`config.mk`:
```
export PLATFORM = sky130hd
export DESIGN_NAME = fmdsp_dsp_top_flat
export DESIGN_NICKNAME = d
export VERILOG_FILES = /design/src/rtl/fmdsp_pkg.sv /design/src/rtl/fmdsp_if.sv /design/src/rtl/fmdsp_core_mult.sv /design/src/rtl/fmdsp_dsp_top.sv /design/src/flat_wrapper.sv
export SDC_FILE = /design/constraint.sdc
export NUM_CORES = 1
export LEC_CHECK = 0
export ABC_AREA = 1
export BUFFER_PORTS_ARGS = -buffer_cell sky130_fd_sc_hd__clkbuf_2
export CORE_MARGIN = 1.5
export CORE_UTILIZATION = 50
export CTS_CLUSTER_SIZE = 8
export DETAILED_ROUTE_END_ITERATION = 16
export PLACE_DENSITY = 0.64
export SLEW_MARGIN = 15
export SYNTH_ARGS = -nofsm -noshare
export SYNTH_HDL_FRONTEND = slang
export SYNTH_SLANG_ARGS = --single-unit
```
`constraint.sdc`:
```
create_clock -name clk -period 13.9 [get_ports clk]
set_input_delay 2.085 -clock clk [delete_from_list [all_inputs] [get_ports clk]]
set_output_delay 2.085 -clock clk [all_outputs]
set_load 0.05 [all_outputs]
```
`src/rtl/fmdsp_pkg.sv`:
```
// Shared encodings and helpers for the fracturable DSP multiply / MAC slice.
package fmdsp_pkg;

    // Operand-width modes; encoding 3 behaves like MODE_FF.
    localparam logic [1:0] MODE_HH = 2'd0;
    localparam logic [1:0] MODE_HF = 2'd1;
    localparam logic [1:0] MODE_FF = 2'd2;

    // Core partial-product schemes.
    localparam int unsigned PPM_BW    = 0;
    localparam int unsigned PPM_BOOTH = 1;

    typedef enum logic {
        StIdle,
        StRun
    } state_e;

    // Number of core-multiplier passes an operation takes in a given mode.
    function automatic logic [2:0] num_passes(input logic [1:0] mode);
        case (mode)
            MODE_HH: num_passes = 3'd1;
            MODE_HF: num_passes = 3'd2;
            default: num_passes = 3'd4;
        endcase
    endfunction

endpackage

```
`src/rtl/fmdsp_if.sv`:
```
// Operand / control / result bundle of the DSP slice.
interface fmdsp_if #(
    parameter int unsigned WIDTH            = 16,
    parameter int unsigned SHIFT_BITS       = 2,
    parameter int unsigned PIPE_STAGE_WIDTH = 2
);
    logic                        start;
    logic [1:0]                  mode;
    logic [WIDTH-1:0]            aa;
    logic [WIDTH-1:0]            bb;
    logic [2*WIDTH-1:0]          cc;
    logic                        mac;
    logic                        shift_enable;
    logic [SHIFT_BITS-1:0]       shift_amount;
    logic                        shift_dir;
    logic [PIPE_STAGE_WIDTH-1:0] pipe_stages;
    logic [2*WIDTH-1:0]          out;

    modport master (
        output start, mode, aa, bb, cc, mac, shift_enable, shift_amount, shift_dir, pipe_stages,
        input  out
    );

    modport slave (
        input  start, mode, aa, bb, cc, mac, shift_enable, shift_amount, shift_dir, pipe_stages,
        output out
    );
endinterface

```
`src/rtl/fmdsp_core_mult.sv`:
```
// Combinational N x N signed multiplier; Baugh-Wooley array or radix-4 Booth.
module fmdsp_core_mult
    import fmdsp_pkg::*;
#(
    parameter int unsigned N        = 9,
    parameter int unsigned PPM_TYPE = PPM_BW
) (
    input  logic signed [N-1:0]   a_i,
    input  logic signed [N-1:0]   b_i,
    output logic signed [2*N-1:0] p_o
);
    localparam int NI = int'(N);
    // Booth needs an even multiplier width; sign-extend by one bit when N is odd.
    localparam int NB = NI + (NI % 2);

    if (PPM_TYPE == PPM_BOOTH) begin : g_booth
        // Radix-4 Booth recoding: one signed digit in {-2..2} per multiplier bit pair.
        always_comb begin
            logic signed [NB-1:0]   bs;
            logic        [NB:0]     bx;
            logic signed [2*NI-1:0] ax;
            logic signed [2*NI-1:0] pp;
            logic signed [2*NI-1:0] sum;
            logic        [2:0]      trip;
            bs  = b_i;
            bx  = {bs, 1'b0};
            ax  = a_i;
            sum = '0;
            for (int k = 0; k < NB / 2; k++) begin
                trip = bx[2*k+2 -: 3];
                case (trip)
                    3'b001, 3'b010: pp = ax;
                    3'b011:         pp = ax <<< 1;
                    3'b100:         pp = -(ax <<< 1);
                    3'b101, 3'b110: pp = -ax;
                    default:        pp = '0;
                endcase
                sum = sum + (pp << (2 * k));
            end
            p_o = sum;
        end
    end else begin : g_bw
        // Baugh-Wooley: sign-row/column partial bits inverted, correction 2^N + 2^(2N-1).
        always_comb begin
            logic [2*NI-1:0] sum;
            logic [2*NI-1:0] term;
            logic            pbit;
            sum          = '0;
            sum[NI]      = 1'b1;
            sum[2*NI-1]  = 1'b1;
            for (int i = 0; i < NI; i++) begin
                for (int j = 0; j < NI; j++) begin
                    pbit = a_i[i] & b_i[j];
                    if ((i == NI - 1) != (j == NI - 1)) pbit = ~pbit;
                    term        = '0;
                    term[i + j] = pbit;
                    sum         = sum + term;
                end
            end
            p_o = sum;
        end
    end

endmodule

```
`src/rtl/fmdsp_dsp_top.sv`:
```
// Fracturable signed multiply / multiply-add / MAC built on one (WIDTH/2+1)-bit core multiplier.
module fmdsp_dsp_top
    import fmdsp_pkg::*;
#(
    parameter int unsigned WIDTH            = 16,
    parameter int unsigned PPM_TYPE         = 0,
    parameter int unsigned SHIFT_BITS       = 2,
    parameter int unsigned PIPE_STAGE_WIDTH = 2,
    parameter int unsigned PIPELINE_BITS    = 2
) (
    input logic    clk,
    input logic    rst,
    fmdsp_if.slave bus
);
    localparam int unsigned H  = WIDTH / 2;
    localparam int unsigned W2 = 2 * WIDTH;
    localparam int unsigned PW = 2 * (H + 1);

    state_e                   state_q, state_d;
    logic [1:0]               cnt_q, cnt_d;
    logic [1:0]               mode_q;
    logic [WIDTH-1:0]         aa_q, bb_q;
    logic [W2-1:0]            cc_q;
    logic                     mac_q, sh_en_q, sh_dir_q;
    logic [SHIFT_BITS-1:0]    sh_amt_q;
    logic [PIPELINE_BITS-1:0] pipe_en_q;
    logic [W2-1:0]            psum_q, acc_q, res_q;
    logic [W2-1:0]            pipe_q  [PIPELINE_BITS];
    logic [W2-1:0]            pipe_in [PIPELINE_BITS];

    logic                     last_pass, accept;
    logic [2:0]               last_idx;
    logic                     ia, ib;
    logic signed [H:0]        a_sel, b_sel;
    logic signed [PW-1:0]     prod;
    logic signed [W2-1:0]     prod_sx;
    logic [W2-1:0]            term, sum_next, acc_next, res_next, out_w;

    // Pass sequencing; a new start is taken when idle or on the final pass (back-to-back).
    always_comb begin
        state_d   = state_q;
        cnt_d     = cnt_q;
        last_idx  = num_passes(mode_q) - 3'd1;
        last_pass = (state_q == StRun) && ({1'b0, cnt_q} == last_idx);
        accept    = bus.start && ((state_q == StIdle) || last_pass);
        unique case (state_q)
            StIdle: begin
                if (bus.start) begin
                    state_d = StRun;
                    cnt_d   = 2'd0;
                end
            end
            StRun: begin
                if (last_pass) begin
                    state_d = accept ? StRun : StIdle;
                    cnt_d   = 2'd0;
                end else begin
                    cnt_d = cnt_q + 2'd1;
                end
            end
            default: state_d = StIdle;
        endcase
    end

    // FSM state and pass counter.
    always_ff @(posedge clk or negedge rst) begin
        if (!rst) begin
            state_q <= StIdle;
            cnt_q   <= 2'd0;
        end else begin
            state_q <= state_d;
            cnt_q   <= cnt_d;
        end
    end

    // Capture operands and controls at an accepted start; they stay fixed for the whole op.
    always_ff @(posedge clk or negedge rst) begin
        if (!rst) begin
            mode_q    <= MODE_HH;
            aa_q      <= '0;
            bb_q      <= '0;
            cc_q      <= '0;
            mac_q     <= 1'b0;
            sh_en_q   <= 1'b0;
            sh_amt_q  <= '0;
            sh_dir_q  <= 1'b0;
            pipe_en_q <= '0;
        end else if (accept) begin
            mode_q    <= bus.mode;
            aa_q      <= bus.aa;
            bb_q      <= bus.bb;
            cc_q      <= bus.cc;
            mac_q     <= bus.mac;
            sh_en_q   <= bus.shift_enable;
            sh_amt_q  <= bus.shift_amount;
            sh_dir_q  <= bus.shift_dir;
            pipe_en_q <= bus.pipe_stages[PIPELINE_BITS-1:0];
        end
    end

    // Operand-half selection: low halves zero-extended, high halves sign-extended.
    always_comb begin
        unique case (mode_q)
            MODE_HH: begin ia = 1'b0;     ib = 1'b0;     end
            MODE_HF: begin ia = 1'b0;     ib = cnt_q[0]; end
            default: begin ia = cnt_q[1]; ib = cnt_q[0]; end
        endcase
        if (mode_q == MODE_HH || mode_q == MODE_HF) a_sel = aa_q[H:0];
        else if (ia)                                a_sel = {aa_q[WIDTH-1], aa_q[WIDTH-1:H]};
        else                                        a_sel = {1'b0, aa_q[H-1:0]};
        if (mode_q == MODE_HH) b_sel = bb_q[H:0];
        else if (ib)           b_sel = {bb_q[WIDTH-1], bb_q[WIDTH-1:H]};
        else                   b_sel = {1'b0, bb_q[H-1:0]};
    end

    fmdsp_core_mult #(
        .N        (H + 1),
        .PPM_TYPE (PPM_TYPE)
    ) u_mult (
        .a_i (a_sel),
        .b_i (b_sel),
        .p_o (prod)
    );

    // Weight the pass product, accumulate the partial sum, fold in acc/cc, apply the output shift.
    always_comb begin
        prod_sx = prod;
        unique case ({ia, ib})
            2'b00:   term = prod_sx;
            2'b11:   term = prod_sx << (2 * H);
            default: term = prod_sx << H;
        endcase
        sum_next = ((cnt_q == 2'd0) ? '0 : psum_q) + term;
        acc_next = (mac_q ? acc_q : '0) + sum_next + cc_q;
        res_next = acc_next;
        if (sh_en_q) begin
            if (sh_dir_q) res_next = $signed(acc_next) >>> sh_amt_q;
            else          res_next = acc_next << sh_amt_q;
        end
    end

    // Partial sum every pass; accumulator and unshifted-by-acc result on the last pass.
    always_ff @(posedge clk or negedge rst) begin
        if (!rst) begin
            psum_q <= '0;
            acc_q  <= '0;
            res_q  <= '0;
        end else if (state_q == StRun) begin
            psum_q <= sum_next;
            if (last_pass) begin
                acc_q <= acc_next;
                res_q <= res_next;
            end
        end
    end

    // Optional output registers; a disabled stage is bypassed.
    always_comb begin
        logic [W2-1:0] tap;
        tap = res_q;
        for (int i = 0; i < int'(PIPELINE_BITS); i++) begin
            pipe_in[i] = tap;
            if (pipe_en_q[i]) tap = pipe_q[i];
        end
        out_w = tap;
    end

    // Output pipeline registers.
    always_ff @(posedge clk or negedge rst) begin
        if (!rst) begin
            for (int i = 0; i < int'(PIPELINE_BITS); i++) pipe_q[i] <= '0;
        end else begin
            for (int i = 0; i < int'(PIPELINE_BITS); i++) pipe_q[i] <= pipe_in[i];
        end
    end

    assign bus.out = out_w;

endmodule

```
`src/flat_wrapper.sv`:
```
// flat-port wrapper written by rule: the top's interface ports become plain ports
module fmdsp_dsp_top_flat import fmdsp_pkg::*;
#(
    parameter int unsigned WIDTH            = 16,
    parameter int unsigned PPM_TYPE         = 0,
    parameter int unsigned SHIFT_BITS       = 2,
    parameter int unsigned PIPE_STAGE_WIDTH = 2,
    parameter int unsigned PIPELINE_BITS    = 2
)
  (clk, rst, bus_start, bus_mode, bus_aa, bus_bb, bus_cc, bus_mac, bus_shift_enable, bus_shift_amount, bus_shift_dir, bus_pipe_stages, bus_out);
  fmdsp_if #(.WIDTH(WIDTH), .SHIFT_BITS(SHIFT_BITS), .PIPE_STAGE_WIDTH(PIPE_STAGE_WIDTH)) bus_i ();
  input logic clk;
  input logic rst;
  input wire logic [$bits(bus_i.start)-1:0] bus_start;
  input wire logic [$bits(bus_i.mode)-1:0] bus_mode;
  input wire logic [$bits(bus_i.aa)-1:0] bus_aa;
  input wire logic [$bits(bus_i.bb)-1:0] bus_bb;
  input wire logic [$bits(bus_i.cc)-1:0] bus_cc;
  input wire logic [$bits(bus_i.mac)-1:0] bus_mac;
  input wire logic [$bits(bus_i.shift_enable)-1:0] bus_shift_enable;
  input wire logic [$bits(bus_i.shift_amount)-1:0] bus_shift_amount;
  input wire logic [$bits(bus_i.shift_dir)-1:0] bus_shift_dir;
  input wire logic [$bits(bus_i.pipe_stages)-1:0] bus_pipe_stages;
  output wire logic [$bits(bus_i.out)-1:0] bus_out;
  assign bus_i.start = bus_start;
  assign bus_i.mode = bus_mode;
  assign bus_i.aa = bus_aa;
  assign bus_i.bb = bus_bb;
  assign bus_i.cc = bus_cc;
  assign bus_i.mac = bus_mac;
  assign bus_i.shift_enable = bus_shift_enable;
  assign bus_i.shift_amount = bus_shift_amount;
  assign bus_i.shift_dir = bus_shift_dir;
  assign bus_i.pipe_stages = bus_pipe_stages;
  assign bus_out = bus_i.out;
  fmdsp_dsp_top #(.WIDTH(WIDTH), .PPM_TYPE(PPM_TYPE), .SHIFT_BITS(SHIFT_BITS), .PIPE_STAGE_WIDTH(PIPE_STAGE_WIDTH), .PIPELINE_BITS(PIPELINE_BITS)) u_core (.clk(clk), .rst(rst), .bus(bus_i));
endmodule
```
# Yosys cells after proc, flatten, opt, wreduce, memory -nomap -nowiden
# Cells that the tools add are included.
# Widths: inputs -> output; s select.
# totals
regBits,236
input_bits,76
output_inout_bits,32
word_cells,236
# classes
add_sub_neg,86
n_eq_ne,4
n_shift,2
mux,21
bitwise,98
reduce_logical,9
# op_table
operator,n
$mux 32,6
$add 18x9->18,9
$add 18x10->18,8
$add 18x8->18,8
$add 18x11->18,7
$add 18x7->18,7
$add 18x12->18,6
$add 18x6->18,6
$add 32x32->32,3
$add 18x13->18,5
$add 18x5->18,5
$and 1x1->1,81
$add 18x14->18,4
$add 18x4->18,4
$pmux 32 s2,1
$add 18x15->18,3
$add 18x3->18,3
$add 18x16->18,2
$add 18x2->18,2
$mux 9,4
$shl 32x2->32,1
$sshr 32x2->32,1
$add 18x1->18 const A,1
$add 18x17->18,1
17 further kinds,42

# Longest topological paths before layout
# logic_depth
word_depth,94
mapped_depth,64

# Hierarchy
# A second synthesis with hierarchy kept.
# hier_totals
cells_unflattened,2544
area_unflattened_um2,18765.5
# by_module_without_submodules
module,instances,cells_per_inst,area_each_um2
fmdsp_dsp_top,1,2145,16046.6
fmdsp_core_mult,1,399,2718.9

# Worst setup path before layout
# Ideal clock, no wire load.
# synth_path
path_kind,register to register
start,reg u_core.mode_q[1]
end,reg u_core.res_q[31]
setup_ns,0.126
arrival_ns,8.915
required_time_ns,13.774
path_slack_ns,4.858
path_stages_with_launch,51
period_less_slack_ns,9.042
cell_sequence,dfrtp_1 nor2_1 inv_1 ha_1 nand2_1 clkbuf_1 mux2i_1 nor2_1 fa_1 fa_1 fa_1 fa_1 ha_1 nand3_1 nand2_1 nand2_1 nand2_1 a21oi_1 (+15 left out) xor2_1 fa_1 ha_1 a21oi_1 inv_1 a31oi_1 nor2_1 nor2_1 nand3_2 a21oi_4 o211ai_1 and2_4 nand2_1 nand2_1 nand2_1 nand2_1 o21ai_1 o21ai_1
# synth_between
elab_chain_len,94
word_cells_on_any_way,203
classes_between,85 x add/sub; 3 x eq/ne; 2 x shift; 10 x mux; 97 x bitwise; 6 x reduce/logical
# synth_rtl
item,line_no,rtl
"start, declared",fmdsp_dsp_top.sv:21,logic [1:0] mode_q;
"start signal, assigned",fmdsp_dsp_top.sv:89,mode_q <= bus.mode;
$eq 2x1->1 / $logic_not 2->1 (equally long branches),"fmdsp_dsp_top.sv:103, fmdsp_dsp_top.sv:108, fmdsp_dsp_top.sv:111",
$reduce_or 2->1 (no source line),-,
$mux 1,fmdsp_dsp_top.sv:103,unique case (mode_q)
$mux 9,fmdsp_dsp_top.sv:109,"else if (ia) a_sel = {aa_q[WIDTH-1], aa_q[WIDTH-1:H]};"
$mux 9,fmdsp_dsp_top.sv:108,if (mode_q == MODE_HH || mode_q == MODE_HF) a_sel = aa_q[H:0];
$and 1x1->1,fmdsp_core_mult.sv:53,pbit = a_i[i] & b_i[j];
$add 18x1->18,fmdsp_core_mult.sv:57,sum = sum + term;
$add 18x2->18,fmdsp_core_mult.sv:57,
(+78 left out),-,
$add 18x17->18,fmdsp_core_mult.sv:57,
$pmux 32 s2 (*),fmdsp_dsp_top.sv:128,"unique case ({ia, ib})"
$add 32x32->32 (*),fmdsp_dsp_top.sv:133,sum_next = ((cnt_q == 2'd0) ? '0 : psum_q) + term;
net u_core.sum_next[20],fmdsp_dsp_top.sv:37,"logic [W2-1:0] term, sum_next, acc_next, res_next, out_w;"
$add 32x32->32 (*) (2 in a row),fmdsp_dsp_top.sv:134,acc_next = (mac_q ? acc_q : '0) + sum_next + cc_q;
$shl 32x2->32 / $sshr 32x2->32 (equally long branches),"fmdsp_dsp_top.sv:138, fmdsp_dsp_top.sv:137",
$mux 32,fmdsp_dsp_top.sv:137,if (sh_dir_q) res_next = $signed(acc_next) >>> sh_amt_q;
$mux 32 (*),fmdsp_dsp_top.sv:136,if (sh_en_q) begin
"end signal, assigned",fmdsp_dsp_top.sv:152,res_q <= res_next;
"end, declared",fmdsp_dsp_top.sv:27,"logic [W2-1:0] psum_q, acc_q, res_q;"
# Mark *: on every way through the listed nets, which the timed path passes. The rest lies on a longest branch.
# A chain may end at the register's enable or synchronous reset.

# Final worst setup path
# layout_path
start,reg u_core.mode_q[0]
end,reg u_core.res_q[31]
# The elaborated chain is that of the path after synthesis.

==> reports/results.tsv <==
metric	value	unit
DRC	0	
Compound-Gate Fraction of Synth Area	0.1227	
largest net degree at the start of global routing	109	
delay-heaviest family, CP	adder cells	
asr flop ratio synth	1.000	
antenna violations before repair	0	
gpl congestion	0.9263	
startpoint types	register	
CTS Buf Count	36	
via count	15317	
Worst-Margin Slew	1041	ps
CP arrival	11390	ps
Worst Path Class, Setup	register to register	
Post-Synth XOR/XNOR Area	0.03064	
Post-CTS Setup Inserts	0	
largest family of logic cells by synthesized area	simple AND/OR/NAND/NOR gates	
main flop type after synthesis	dfrtp_1	
Synth Area in Adders	0.1653	
worst-skew pair later-pin latency	560	ps
number of synthesized flops with an enable pin	0	
First-pass DRT Iterations	6	
core footprint	35400	µm²
Via density	5.356	
Die H	192.1	µm
status	completed	
Req. time, crit path	14300	ps
most frequent CP cell	nand2_1	
dpl hpwl	37.09	mm
clock sinks	236	
met1 usage	0.4078	
multi-input logic area	10410	µm²
area grow syn2layout	10.77	%
H-Tree Depth	2	
CTS tree	built	
Max Transition Viols Final	0	
Mapped Nets	2577	
synth warn	0	
busiest layer in global routing	met2	
M3 GR Usage	0.03874	
largest fanout on the critical path	12	
Gate Count Post-Synth	2315	
grt total ovfl	0	
number of synthesized register bits	236	
Finish-stage setup viols	0	
Initial DRC Count	1123	
number of max-cap violations	0	
wirelength, routed	49.14	mm
number of buffers added on ports	107	
All-Layer GR Usage	0.2759	
Min Hold Slack	367.1	ps
worst slack, placed	3056	ps
ANT nets after route	0	
row count	69	
die area	36920	µm²
mux cell area share after synthesis	0.03574	
first-pass GRT wire length	79.58	mm
endpoint class of the critical path	register	
Ports	108	
worst rel slew slack	0.2865	
root buffer cell	clkbuf_16	
vias in the first global route	14988	
post-layout net count	2655	
Critical Path Slowest Stage Cell	fa_1	
share of layout cells above drive strength 1	0.1238	
n_diodes	0	
Register Area	5906	µm²
FMAX	90.97	MHz
CTS Buffer Depth	3	
worst min path class	register to register	
Worst Path Buf+Inv	7	
CTS Hold Bufs	0	
final worst slack	2907	ps
Clock transition at path regs	50	ps
met2 Use GR	0.4153	
Worst path max stage delay	540	ps
Netlist cell types	58	
largest area contributor in the netlist	dfrtp_1	
share of the yosys chip area belonging to registers	0.3301	
Period minus WS final	10990	ps
Filler cells	3404	
Synth top area share	0.3301	
Final Util	0.5598	
Initial Utilization	0.5054	
Mapped Area	17890	µm²
Tcrit/Tclk final	0.7908	
post-cts repair resize count	0	
die span in x	192.1	µm
total negative slack	0	ps
unrepaired setup endpoints after global routing	no	
top cells by area, synth	dfrtp_1, nand2_1, fa_1	
Post-Syn Area per Cell	7.727	µm²
post-synthesis simple-gate area fraction	0.2264	
Hold Vio Cnt, Final	0	
Max Clock Skew	23.18	ps
drt wl/cell	17.18	µm
-- through the flow --
step	instance area, µm²	instances
final	19820	2860
after global routing	19820	2860
after CTS	19820	2860
after detailed placement	18830	2816
after global placement	18830	2816
after floorplan	17890	2315
-- routing by layer --
layer,share of wire,wire [µm],up-vias
met5,0,0,-
li1,-,-,7502
met1,0.48,23580,7224
met4,0.029,1423,0
met3,0.063,3114,74
met2,0.43,21030,517
-- cell type report --
| class | instances | share of cell area |
|---|---|---|
| Multi-Input combinational cell | 1658 | 0.5251 |
| Sequential cell | 236 | 0.2980 |
| Tap cell | 461 | 0.02911 |
| Clock buffer | 40 | 0.04723 |
| Inverter | 337 | 0.06384 |
| Clock inverter | 4 | 0.002715 |
| Timing Repair Buffer | 124 | 0.03397 |
-- worst paths after layout --
path / startpoint / end / cells past startpoint / slack, ps
setup / recovery: u_core.mode_q[0] / u_core.res_q[31] / 53 / 2910
hold / removal: u_core.res_q[2] / u_core.pipe_q[34] / 0 / 370
setup reg to reg: u_core.mode_q[0] / u_core.res_q[31] / 53 / 2910
hold reg to reg: u_core.res_q[2] / u_core.pipe_q[34] / 0 / 370
max in group asynchronous: rst / u_core.pipe_q[14] / 3 / 10100
min in group asynchronous: rst / u_core.pipe_q[21] / 1 / 1590
-- cell usage after synthesis, types with 7 or more instances --
master,n
nand4_1,7
dfrtp_1,236
buf_2,10
a21oi_1,136
xnor2_1,31
buf_1,15
nor3_1,9
o211ai_1,30
clkbuf_1,59
nand2_2,18
ha_1,102
nand3_2,7
fa_1,84
xor2_1,26
nand3_1,117
o22ai_1,10
nor2_1,196
or2_2,16
o21ai_1,19
nand2_1,592
inv_1,333
mux2_2,55
o21ai_0,127
-- state kept, by name, indices dropped and copies added, names as in the netlist, 16 cells and up --
signal / count
u_core.cc_q: 32
u_core.res_q: 32
u_core.bb_q: 16
u_core.acc_q: 32
u_core.pipe_q: 64
u_core.psum_q: 32
u_core.aa_q: 16
-- layout by cell type, fill, tap and decap left out, types with 7 or more instances in the layout --
master	instances
nand2_1	591
nand4_1	7
buf_4	17
nand3_2	7
mux2_2	55
o21ai_0	127
ha_1	102
dfrtp_1	236
inv_1	332
clkbuf_2	106
o211ai_1	30
clkbuf_16	36
fa_1	84
or2_2	16
nand2_2	18
nor3_1	9
xor2_1	26
o22ai_1	10
o21ai_1	19
xnor2_1	31
a21oi_1	136
nor2_1	195
nand3_1	117
-- cell families after synthesis --
| kind of cell | Yosys count |
|---|---|
| AND/OR/NAND/NOR | 979 |
| buffers and inverters | 421 |
| AO/OA/AOI/OAI | 376 |
| flip-flops | 236 |
| adder cells (fa/ha/maj) | 186 |
| XOR/XNOR | 60 |
| multiplexers | 57 |
Power is not shown: default switching activity piles up to over one toggle a cycle in this logic, so the estimate is an artifact.
